<file path="src/rtl/leaf_pkg.sv">
`default_nettype none
// +----------------------------------------------------------------------+
// | leaf_pkg : shared constants and width helpers for leaf_out_merge      |
// | Rev 1.0                                                               |
// +----------------------------------------------------------------------+
package leaf_pkg;

  localparam int PAYLOAD_BITS_DEFAULT = 32;

  function automatic int clog2(input int value);
    int result;
    result = 0;
    for (int i = 0; i < 31; i++) begin
      if ((1 << i) < value) result = i + 1;
    end
    return result;
  endfunction

  // Channel-id field never collapses to zero width, even for one channel.
  function automatic int ch_id_bits(input int num_ch);
    return (clog2(num_ch) < 1) ? 1 : clog2(num_ch);
  endfunction

endpackage
`default_nettype wire

</file>
<file path="src/rtl/leaf_sync_fifo.sv">
`default_nettype none
// +----------------------------------------------------------------------+
// | leaf_sync_fifo : per-channel FIFO, 2^DEPTH_BITS words, sync flush     |
// | Rev 1.0                                                               |
// +----------------------------------------------------------------------+
module leaf_sync_fifo #(
  parameter int WIDTH      = 32,
  parameter int DEPTH_BITS = 2
) (
  input  logic             clk,
  input  logic             rst,
  input  logic             flush,
  input  logic             push,
  input  logic [WIDTH-1:0] din,
  input  logic             pop,
  output logic [WIDTH-1:0] dout,
  output logic             full,
  output logic             empty
);

  localparam int DEPTH = 1 << DEPTH_BITS;

  logic [WIDTH-1:0]    mem [DEPTH];
  logic [DEPTH_BITS:0] wr_ptr;
  logic [DEPTH_BITS:0] rd_ptr;
  logic                do_push;
  logic                do_pop;

  // Extra MSB distinguishes full (MSBs differ) from empty (pointers equal).
  assign empty   = (wr_ptr == rd_ptr);
  assign full    = (wr_ptr[DEPTH_BITS] != rd_ptr[DEPTH_BITS]) &&
                   (wr_ptr[DEPTH_BITS-1:0] == rd_ptr[DEPTH_BITS-1:0]);
  assign dout    = mem[rd_ptr[DEPTH_BITS-1:0]];
  assign do_push = push && !full && !flush;
  assign do_pop  = pop && !empty && !flush;

  always_ff @(posedge clk or posedge rst) begin
    if (rst) begin
      wr_ptr <= '0;
      rd_ptr <= '0;
    end else if (flush) begin
      wr_ptr <= '0;
      rd_ptr <= '0;
    end else begin
      if (do_push) wr_ptr <= wr_ptr + 1'b1;
      if (do_pop)  rd_ptr <= rd_ptr + 1'b1;
    end
  end

  always_ff @(posedge clk) begin
    if (do_push) mem[wr_ptr[DEPTH_BITS-1:0]] <= din;
  end

endmodule
`default_nettype wire

</file>
<file path="src/rtl/leaf_out_merge.sv">
`default_nettype none
// +----------------------------------------------------------------------+
// | leaf_out_merge : round-robin merge of NUM_CH ap_vld/ap_ack channels   |
// | Optional LEAF_MERGE_STATS_EN adds per-channel push counters. Rev 1.0  |
// +----------------------------------------------------------------------+
module leaf_out_merge
  import leaf_pkg::*;
#(
  parameter  int NUM_CH          = 4,
  parameter  int PAYLOAD_BITS    = PAYLOAD_BITS_DEFAULT,
  parameter  int FIFO_DEPTH_BITS = 2,
  localparam int CH_BITS         = ch_id_bits(NUM_CH)
) (
  input  logic                           clk_user,
  input  logic                           reset,
  input  logic [NUM_CH*PAYLOAD_BITS-1:0] din_leaf_user2interface,
  input  logic [NUM_CH-1:0]              vld_user2interface,
  output logic [NUM_CH-1:0]              ack_interface2user,
  input  logic                           flush,
  output logic [CH_BITS+PAYLOAD_BITS-1:0] dout_merge,
  output logic                           dout_vld,
  input  logic                           dout_ack,
`ifdef LEAF_MERGE_STATS_EN
  output logic [NUM_CH*16-1:0]           pkt_cnt,
`endif
  output logic [NUM_CH-1:0]              fifo_full
);

  localparam logic [0:0] OUT_EMPTY = 1'b0;
  localparam logic [0:0] OUT_FULL  = 1'b1;

  logic [0:0]              state;
  logic [CH_BITS-1:0]      last_grant;
  logic [CH_BITS-1:0]      grant_ch;
  logic                    grant_found;
  logic                    load_en;
  logic [NUM_CH-1:0]       fifo_empty;
  logic [NUM_CH-1:0]       push;
  logic [NUM_CH-1:0]       pop;
  logic [PAYLOAD_BITS-1:0] fifo_dout [NUM_CH];

  assign ack_interface2user = vld_user2interface & ~fifo_full & {NUM_CH{~flush & ~reset}};
  assign push               = ack_interface2user;
  assign dout_vld           = (state == OUT_FULL);
  assign load_en            = ((state == OUT_EMPTY) || dout_ack) && grant_found && !flush;

  for (genvar k = 0; k < NUM_CH; k++) begin : g_fifo
    leaf_sync_fifo #(
      .WIDTH      (PAYLOAD_BITS),
      .DEPTH_BITS (FIFO_DEPTH_BITS)
    ) u_fifo (
      .clk   (clk_user),
      .rst   (reset),
      .flush (flush),
      .push  (push[k]),
      .din   (din_leaf_user2interface[k*PAYLOAD_BITS +: PAYLOAD_BITS]),
      .pop   (pop[k]),
      .dout  (fifo_dout[k]),
      .full  (fifo_full[k]),
      .empty (fifo_empty[k])
    );
  end

  // Round-robin search starting one past the previous winner.
  always_comb begin
    int                 idx_int;
    logic [CH_BITS-1:0] idx;
    grant_found = 1'b0;
    grant_ch    = '0;
    idx_int     = 0;
    idx         = '0;
    for (int i = 0; i < NUM_CH; i++) begin
      idx_int = (int'(last_grant) + 1 + i) % NUM_CH;
      idx     = CH_BITS'(idx_int);
      if (!grant_found && !fifo_empty[idx]) begin
        grant_found = 1'b1;
        grant_ch    = idx;
      end
    end
  end

  always_comb begin
    pop = '0;
    for (int k = 0; k < NUM_CH; k++) begin
      pop[k] = load_en && (grant_ch == CH_BITS'(k));
    end
  end

  always_ff @(posedge clk_user or posedge reset) begin
    if (reset) begin
      state      <= OUT_EMPTY;
      dout_merge <= '0;
      last_grant <= CH_BITS'(NUM_CH - 1);
    end else if (flush) begin
      state      <= OUT_EMPTY;
      dout_merge <= '0;
    end else if (load_en) begin
      state      <= OUT_FULL;
      dout_merge <= {grant_ch, fifo_dout[grant_ch]};
      last_grant <= grant_ch;
    end else if ((state == OUT_FULL) && dout_ack) begin
      state      <= OUT_EMPTY;
    end
  end

`ifdef LEAF_MERGE_STATS_EN
  // Counts accepted words; flush leaves history intact.
  always_ff @(posedge clk_user or posedge reset) begin
    if (reset) begin
      pkt_cnt <= '0;
    end else begin
      for (int k = 0; k < NUM_CH; k++) begin
        if (push[k]) pkt_cnt[k*16 +: 16] <= pkt_cnt[k*16 +: 16] + 16'd1;
      end
    end
  end
`endif

endmodule
`default_nettype wire

</file>
<file path="config.mk">
export PLATFORM = sky130hd
export DESIGN_NAME = leaf_out_merge
export DESIGN_NICKNAME = d
export VERILOG_FILES = /design/src/rtl/leaf_pkg.sv /design/src/rtl/leaf_sync_fifo.sv /design/src/rtl/leaf_out_merge.sv
export SDC_FILE = /design/constraint.sdc
export NUM_CORES = 1
export LEC_CHECK = 0
export BUFFER_PORTS_ARGS = -buffer_cell sky130_fd_sc_hd__buf_2
export CAP_MARGIN = 10
export CORE_AREA = 2 2 236 238
export CTS_CLUSTER_SIZE = 12
export DETAILED_ROUTE_END_ITERATION = 16
export DIE_AREA = 0 0 238 240
export SLEW_MARGIN = 20
export SYNTH_ARGS = -nofsm -noshare
export SYNTH_HDL_FRONTEND = slang
export SYNTH_HIERARCHICAL = 1
export SYNTH_SLANG_ARGS = --single-unit
</file>
<file path="constraint.sdc">
create_clock -name clk_user -period 4.5 [get_ports clk_user]
set_input_delay 0.9 -clock clk_user [delete_from_list [all_inputs] [get_ports clk_user]]
set_output_delay 0.9 -clock clk_user [all_outputs]
set_load 0.01 [all_outputs]
</file>
---- Word-level counts from Yosys, hierarchy flattened ----
Memories as Yosys holds them, arrays and structs flattened.
Index checks and enable logic that the tools add are counted.
word-level totals
  bits in registers ....................... 61
  bits in writable memories ............... 512
  output and inout port bits .............. 43
  logic and storage cells ................. 160
  memories ................................ 4
memory list
  name                  words  bits a word  read ports  clocked after Yosys merged registers in  wr ports  line                  source
  g_fifo[0].u_fifo.mem  4      32           1           0                                        1         leaf_sync_fifo.sv:23  logic [WIDTH-1:0] mem [DEPTH];
  g_fifo[1].u_fifo.mem  4      32           1           0                                        1         leaf_sync_fifo.sv:23
  g_fifo[2].u_fifo.mem  4      32           1           0                                        1         leaf_sync_fifo.sv:23
  g_fifo[3].u_fifo.mem  4      32           1           0                                        1         leaf_sync_fifo.sv:23
cells by class
  $add $sub $neg .......................... 12
  magnitude comparators ................... 5
  equal/unequal tests ..................... 15
  mux-type cells .......................... 48
  bitwise logic cells ..................... 8
  reductions and logical operators ........ 57
operators by type and width
  cell                                                 number
  two-way mux 34 bit                                   2
  binary-select mux 32 bit (select 2 bit)              1
  two-way mux 32 bit                                   2
  two-way mux 3 bit                                    16
  logical AND 1 bit                                    30
  adder 3 x 1 -> 3 bit (second input constant)         8
  two-way mux 1 bit                                    19
  nonzero test 2 bit                                   9
  logical NOT 1 bit                                    14
  == test 3 bit                                        4
  < comparator 2 x 3 -> 1 bit (second input constant)  4
  AND 4 bit                                            2
  binary-select mux 1 bit (select 2 bit)               4
  == test 2 bit                                        4
  two-way mux 2 bit                                    4
  adder 2 bit (second input constant)                  3
  == test 2 bit (second input constant)                2
  inequality test 1 bit                                4
  NOT 4 bit                                            1
  >= comparator 3 bit (second input constant)          1
  NOT 1 bit                                            3
  NOT 2 -> 3 bit                                       1
  nonzero test 3 bit                                   1
  adder 2 x 1 -> 2 bit (second input constant)         1
  5 further kinds                                      5

---- Longest topological paths before layout ----
  depth in word-level cells ............... 20
  mapped depth ............................ 14
  depth with buffers taken out ............ 11

---- By module ----
The synthesis kept the hierarchy.
by module, submodules not included
  module                                  instances  cells an instance  area an instance (µm²)
  leaf_sync_fifo at g_fifo[1].u_fifo ...  3          232                5183.7
  leaf_sync_fifo at g_fifo[0].u_fifo      1          231                5157.4
  leaf_out_merge                          1          221                2610.0

---- Worst setup path after synthesis ----
No wires, ideal clock.
  kind .................................... input to register
  start ................................... input port flush
  end ..................................... memory g_fifo[2].u_fifo.mem[0][0] (enable)
  library setup time ...................... 480 ps
  arrival ................................. 4725 ps
  data required time ...................... 4020 ps
  path slack .............................. -705 ps
  stages on the path ...................... 4
  cell sequence ........................... buf_6 nor4b_1 nand2b_1 a311oi_1
between the ends
  longest elaborated chain between the ends .. 7
  elaborated cells on any way between the ends .. 8
  those cells by class .................... mux (2); bitwise (3); reduce/logical (3)
ends and longest elaborated chain
  item                                     line                  source
  start, declared                          leaf_out_merge.sv:19  input logic flush,
  NOT 1 bit (no line)                      --
  AND 1 bit                                leaf_out_merge.sv:42  assign ack_interface2user = vld_user2interface & ~fifo_full & {NUM_CH{~flush & ~reset}};
  AND 4 bit                                leaf_out_merge.sv:42
  net ack_interface2user[2]                leaf_out_merge.sv:18  output logic [NUM_CH-1:0] ack_interface2user,
  logical AND 1 bit (2 in series)          leaf_sync_fifo.sv:34  assign do_push = push && !full && !flush;
  two-way mux 1 bit                        leaf_sync_fifo.sv:51  if (do_push) mem[wr_ptr[DEPTH_BITS-1:0]] <= din;
  two-way mux 1 bit (not written as such)  leaf_sync_fifo.sv:51
  end, declared                            leaf_sync_fifo.sv:23
The timed path passes the listed nets, and every way through them passes these cells.

---- Worst setup path after layout ----
  start ................................... register g_fifo[1].u_fifo.wr_ptr[0]
  end ..................................... register g_fifo[3].u_fifo.rd_ptr[0]
between the ends
  longest elaborated chain between the ends .. 18
  elaborated cells on any way between the ends .. 32
  those cells by class .................... eq/ne (2); mux (16); reduce/logical (14)
ends and longest elaborated chain
  item                                     line                  source
  start, declared                          leaf_sync_fifo.sv:24  logic [DEPTH_BITS:0] wr_ptr;
  start signal, assigned                   leaf_sync_fifo.sv:45  if (do_push) wr_ptr <= wr_ptr + 1'b1;
  == test 3 bit (*)                        leaf_sync_fifo.sv:30  assign empty = (wr_ptr == rd_ptr);
  net fifo_empty[1]                        leaf_out_merge.sv:37  logic [NUM_CH-1:0] fifo_empty;
  binary-select mux 1 bit (select 2 bit)   leaf_out_merge.sv:75  if (!grant_found && !fifo_empty[idx]) begin
  two-way mux 1 bit (not written as such)  leaf_out_merge.sv:75
  logical NOT 1 bit                        leaf_out_merge.sv:75
  logical AND 1 bit                        leaf_out_merge.sv:75
  two-way mux 1 bit                        leaf_out_merge.sv:75
  logical NOT 1 bit                        leaf_out_merge.sv:75
  [... 2 more ...]                         --
  logical NOT 1 bit                        leaf_out_merge.sv:75
  logical AND 1 bit                        leaf_out_merge.sv:75
  two-way mux 1 bit                        leaf_out_merge.sv:75
  logical AND 1 bit (2 in series)          leaf_out_merge.sv:45  assign load_en = ((state == OUT_EMPTY) || dout_ack) && grant_found && !flush;
  logical AND 1 bit (*)                    leaf_out_merge.sv:85  pop[k] = load_en && (grant_ch == CH_BITS'(k));
  net pop[3]                               leaf_out_merge.sv:39  logic [NUM_CH-1:0] pop;
  logical AND 1 bit (*) (2 in series)      leaf_sync_fifo.sv:35  assign do_pop = pop && !empty && !flush;
  nonzero test 2 bit (no line) (*)         --
  end signal, assigned                     leaf_sync_fifo.sv:46  if (do_pop) rd_ptr <= rd_ptr + 1'b1;
  end, declared                            leaf_sync_fifo.sv:25  logic [DEPTH_BITS:0] rd_ptr;
Mark *: on every way through the listed nets, which the timed path passes. The rest lies on a longest branch. The select of a mux whose other input is x is not followed.
A chain may end at the register's enable or synchronous reset.

==> impl_metrics.py <==
metrics = {
    "pwr": {
        "comb_power_share": 0.210,
        "fin_total_pwr_uw": 13400,
        "p_leak_uw": 0.009183,
        "p_sw_uw": 3750,
        "ir_worst_vdd_mv": 0.4099,
        "seq_power_share": 0.454,
        "internal_power_uw": 9647,
        "powerDensity_nw_per_um2": 500.9,
        "clkPwrFrac": 0.336,
        "p_sw_frac": 0.2799,
    },
    "detailed_routing": {
        "post_drt_wl_per_cell_um": 24.90,
        "drtIter0Drc": 1000,
        "drt_wl_total_mm": 52.65,
        "vias": 11672,
        "drc_errors": 0,
        "first_pass_iters": 5,
        "final_antenna_net_count": 0,
        "routed_via_density": 5.521,
    },
    "cts": {
        "cts_buffers": 59,
        "cts_max_path_buffers": 3,
        "holdBufCountCts": 0,
        "ctsRootBufferMaster": "clkbuf_16",
        "post_cts_resize_count": 0,
        "clkSlewWorstSetupHoldPaths_ps": 60,
        "worstSkewPairLatency_ps": 620,
        "cts_tree": "built",
        "cts_sinks": 573,
        "cts_setup_buffers": 0,
        "htree_num_levels": 2,
    },
    "hold_path": {
        "min_path_type": "input port to asynchronous set/reset pin",
    },
    "critical_path": {
        "crit_path_top_delay_cell": "dfrtp_1",
        "path_depth": 11,
        "r2r_setup_slack_ps": 900,
        "path_buf_inv": 0,
        "cp-end-kind": "flip-flop",
        "cp.required_ps": 5000,
        "crit_type": "flip-flop to flip-flop",
        "cp-start-kind": "flip-flop",
        "cp-endpoint": "g_fifo[3].u_fifo/rd_ptr[0]",
        "crit_path_max_fanout": 36,
        "reg2reg_depth": 11,
        "timing.rr.start": "g_fifo[1].u_fifo/wr_ptr[0]",
        "cpPeakStageDelay_ps": 490,
        "critPathArrivalTime_ps": 4090,
        "cp_cell_sequence": "xnor2_2 -> nand2_1 -> nor2_1 -> nand2_1 -> a22o_1 -> a221o_1 -> nand2b_4 -> nor2_2 -> nor3b_1 -> o21ai_0 -> o311ai_0",
        "cp_top_family": "simple AND/OR/NAND/NOR gates",
        "critPathLaunch": "g_fifo[1].u_fifo/wr_ptr[0]",
        "crit_top_cell": "nand2_1",
        "r2r_end": "g_fifo[3].u_fifo/rd_ptr[0]",
    },
    "run": {
        "cap_violations": 0,
    },
    "logic_synthesis": {
        "synth_fp_nets": 1304,
        "synth_largest_area_cell": "edfxtp_1",
        "synth-edff-count": 512,
        "yosys_warnings": 6,
        "synth-seq-area-share": 0.7249,
        "synth_area_leaders": "edfxtp_1 66%, mux4_2 12%, dfrtp_1 6.3%",
        "post_synth_most_frequent_cells": "512 x edfxtp_1, 128 x mux4_2, 64 x mux2i_1, 59 x dfrtp_1, 49 x nand2_1",
        "ys_ff_latch": 573,
        "ys_types": 58,
        "synth_top_area_share": 0.6593,
        "yosysMostFrequentCell": "edfxtp_1",
        "syn_inst": 1148,
        "syn_area_um2": 23320,
        "avgSynthCellArea_um2": 20.31,
        "synthArstFlopShare": 0.1065,
        "ys.flop_type": "edfxtp_1",
    },
    "global_route": {
        "use_met1": 0.2603,
        "grt_util_met2": 0.2898,
        "grt_pass1_vias": 12030,
        "grt_pass1_wl_mm": 78.67,
        "grt-ovfl-total": 0,
        "grt_use_met3": 0.05465,
        "antenna_found_initial": 17,
        "grtUsageTotal": 0.1881,
        "grt_max_degree": 56,
        "busiest_layer": "met2",
    },
    "timing": {
        "fin_skew_ps": 15.06,
        "fin_crit_ps": 3597,
        "min_period_over_period": 0.7994,
        "worstMarginPinSlew_ps": 887.1,
        "rsz0062_at_grt": "no",
        "hold_violations": 0,
        "relSlewSlack": 0.4073,
        "fmax_ghz": 0.2780,
        "tns_ps": 0,
        "maxSlewViolCount": 0,
        "setup_viol": 0,
    },
    "place": {
        "place_area_um2": 24970,
        "dp_hpwl_mm": 33.97,
        "finalWeightedCongestion": 0.7921,
        "port_buffers": 178,
    },
    "outcome": {
        "outcome": "finished, final reports clean",
    },
    "floorplan": {
        "placementRows": 86,
        "pin_count": 179,
        "die_h_um": 240,
        "die_w_um": 238,
        "initial_utilization": 0.4266,
        "core_area_um2": 54660,
        "die-area_um2": 57120,
    },
    "finish": {
        "final_util": 0.4893,
        "fillers": 4557,
        "areaGrowthSynthToFinish_pct": 14.71,
        "nNetsFinal": 1516,
        "design_area_um2": 26750,
        "drive_above_1_share": 0.3423,
    },
}
## cell type report
class | instances | area [µm²] | area share
sequential | 573 | 16910 | 0.6323
timing repair buffer | 210 | 1144 | 0.04275
clock buffer | 82 | 1614 | 0.06034
antenna | 5 | 12.51 | 0.0004678
clock inverter | 24 | 147.6 | 0.005520
inverter | 27 | 101.3 | 0.003789
tap | 704 | 880.8 | 0.03293
multi-input combinational | 489 | 5934 | 0.2219
## registers in the layout, summed over array words and instances (netlist names)
register / flops
g_fifo.u_fifo/rd_ptr: 12
last_grant: 2
dout_vld: 1
dout_merge: 34
g_fifo.u_fifo/wr_ptr: 12
g_fifo.u_fifo/mem: 512
## logic make-up after synthesis
| group | count (synthesis) | synth area share |
|---|---|---|
| buffers and inverters | 86 | 0.02420 |
| and+or+nand+nor | 136 | 0.03085 |
| adders and majority gates | 20 | 0.01073 |
| xor gates and xnor gates | 24 | 0.01223 |
| AOI/OAI and AO/OA | 116 | 0.04550 |
| muxes | 193 | 0.1516 |
| DFF | 573 | 0.7249 |
## power groups by stage
stage | combinational (µW) | sequential [µW] | clock [µW]
after CTS | 2860 | 6080 | 4610
after detailed placement | 2860 | 6190 | 0
final | 2810 | 6080 | 4510
after floorplan | 2090 | 6170 | 0
after global placement | 2820 | 6180 | 0
after global routing | 3040 | 6090 | 4820
## cells in the final DEF, fill, tap and decap left out, types with 9 or more instances in the layout
cell and n:
nand4_1 9, nand3_1 11, dfrtp_1 51, nor2_1 14
ha_1 20, clkbuf_16 60, clkinv_2 11, nand2_1 48
inv_1 26, clkinv_1 10, o21ai_0 17, edfxtp_1 512
nand2b_1 12, and2_1 11, o221ai_2 27, mux2i_1 64
clkbuf_1 19, buf_4 31, mux4_2 128, buf_2 178
## worst reg2reg max path, stage by stage (launching register included)
cell and delay (ps):
dfrtp_1 490, xnor2_2 410, nand2_1 200, nor2_1 400, nand2_1 120, a22o_1 200, a221o_1 390, nand2b_4 420
nor2_2 370, nor3b_1 290, o21ai_0 120, o311ai_0 100
## routing by layer
layer  part of all wire  up-vias
met2               0.47      319
li1                   -     5172
met4              0.023       20
met3              0.075       95
met1               0.43     6066
met5             0.0021        -
## how the worst min path moves through the flow
| stage | start | to | slack [ps] | cells after the start |
|---|---|---|---|---|
| final | reset | g_fifo[2].u_fifo/rd_ptr[1] | 310 | 2 |
| after global routing | reset | g_fifo[0].u_fifo/rd_ptr[1] | 320 | 2 |
| after CTS | reset | g_fifo[0].u_fifo/wr_ptr[2] | 290 | 2 |
| after detailed placement | dout_merge[8] | dout_merge[8] | 470 | 2 |
| after global placement | dout_merge[33] | dout_merge[33] | 460 | 2 |
| after floorplan | last_grant[0] | last_grant[0] | 500 | 2 |
## through the flow
stage	instances	setup slack, ps	hold slack (ps)
after floorplan	1148	379.9	502.9
after global placement	2003	1025	460.8
after detailed placement	2003	916.7	473.2
after CTS	2109	902.9	289.1
after global routing	2110	503.4	320.4
final	2114	902.9	305.7
(Power assumes the default switching activity.)
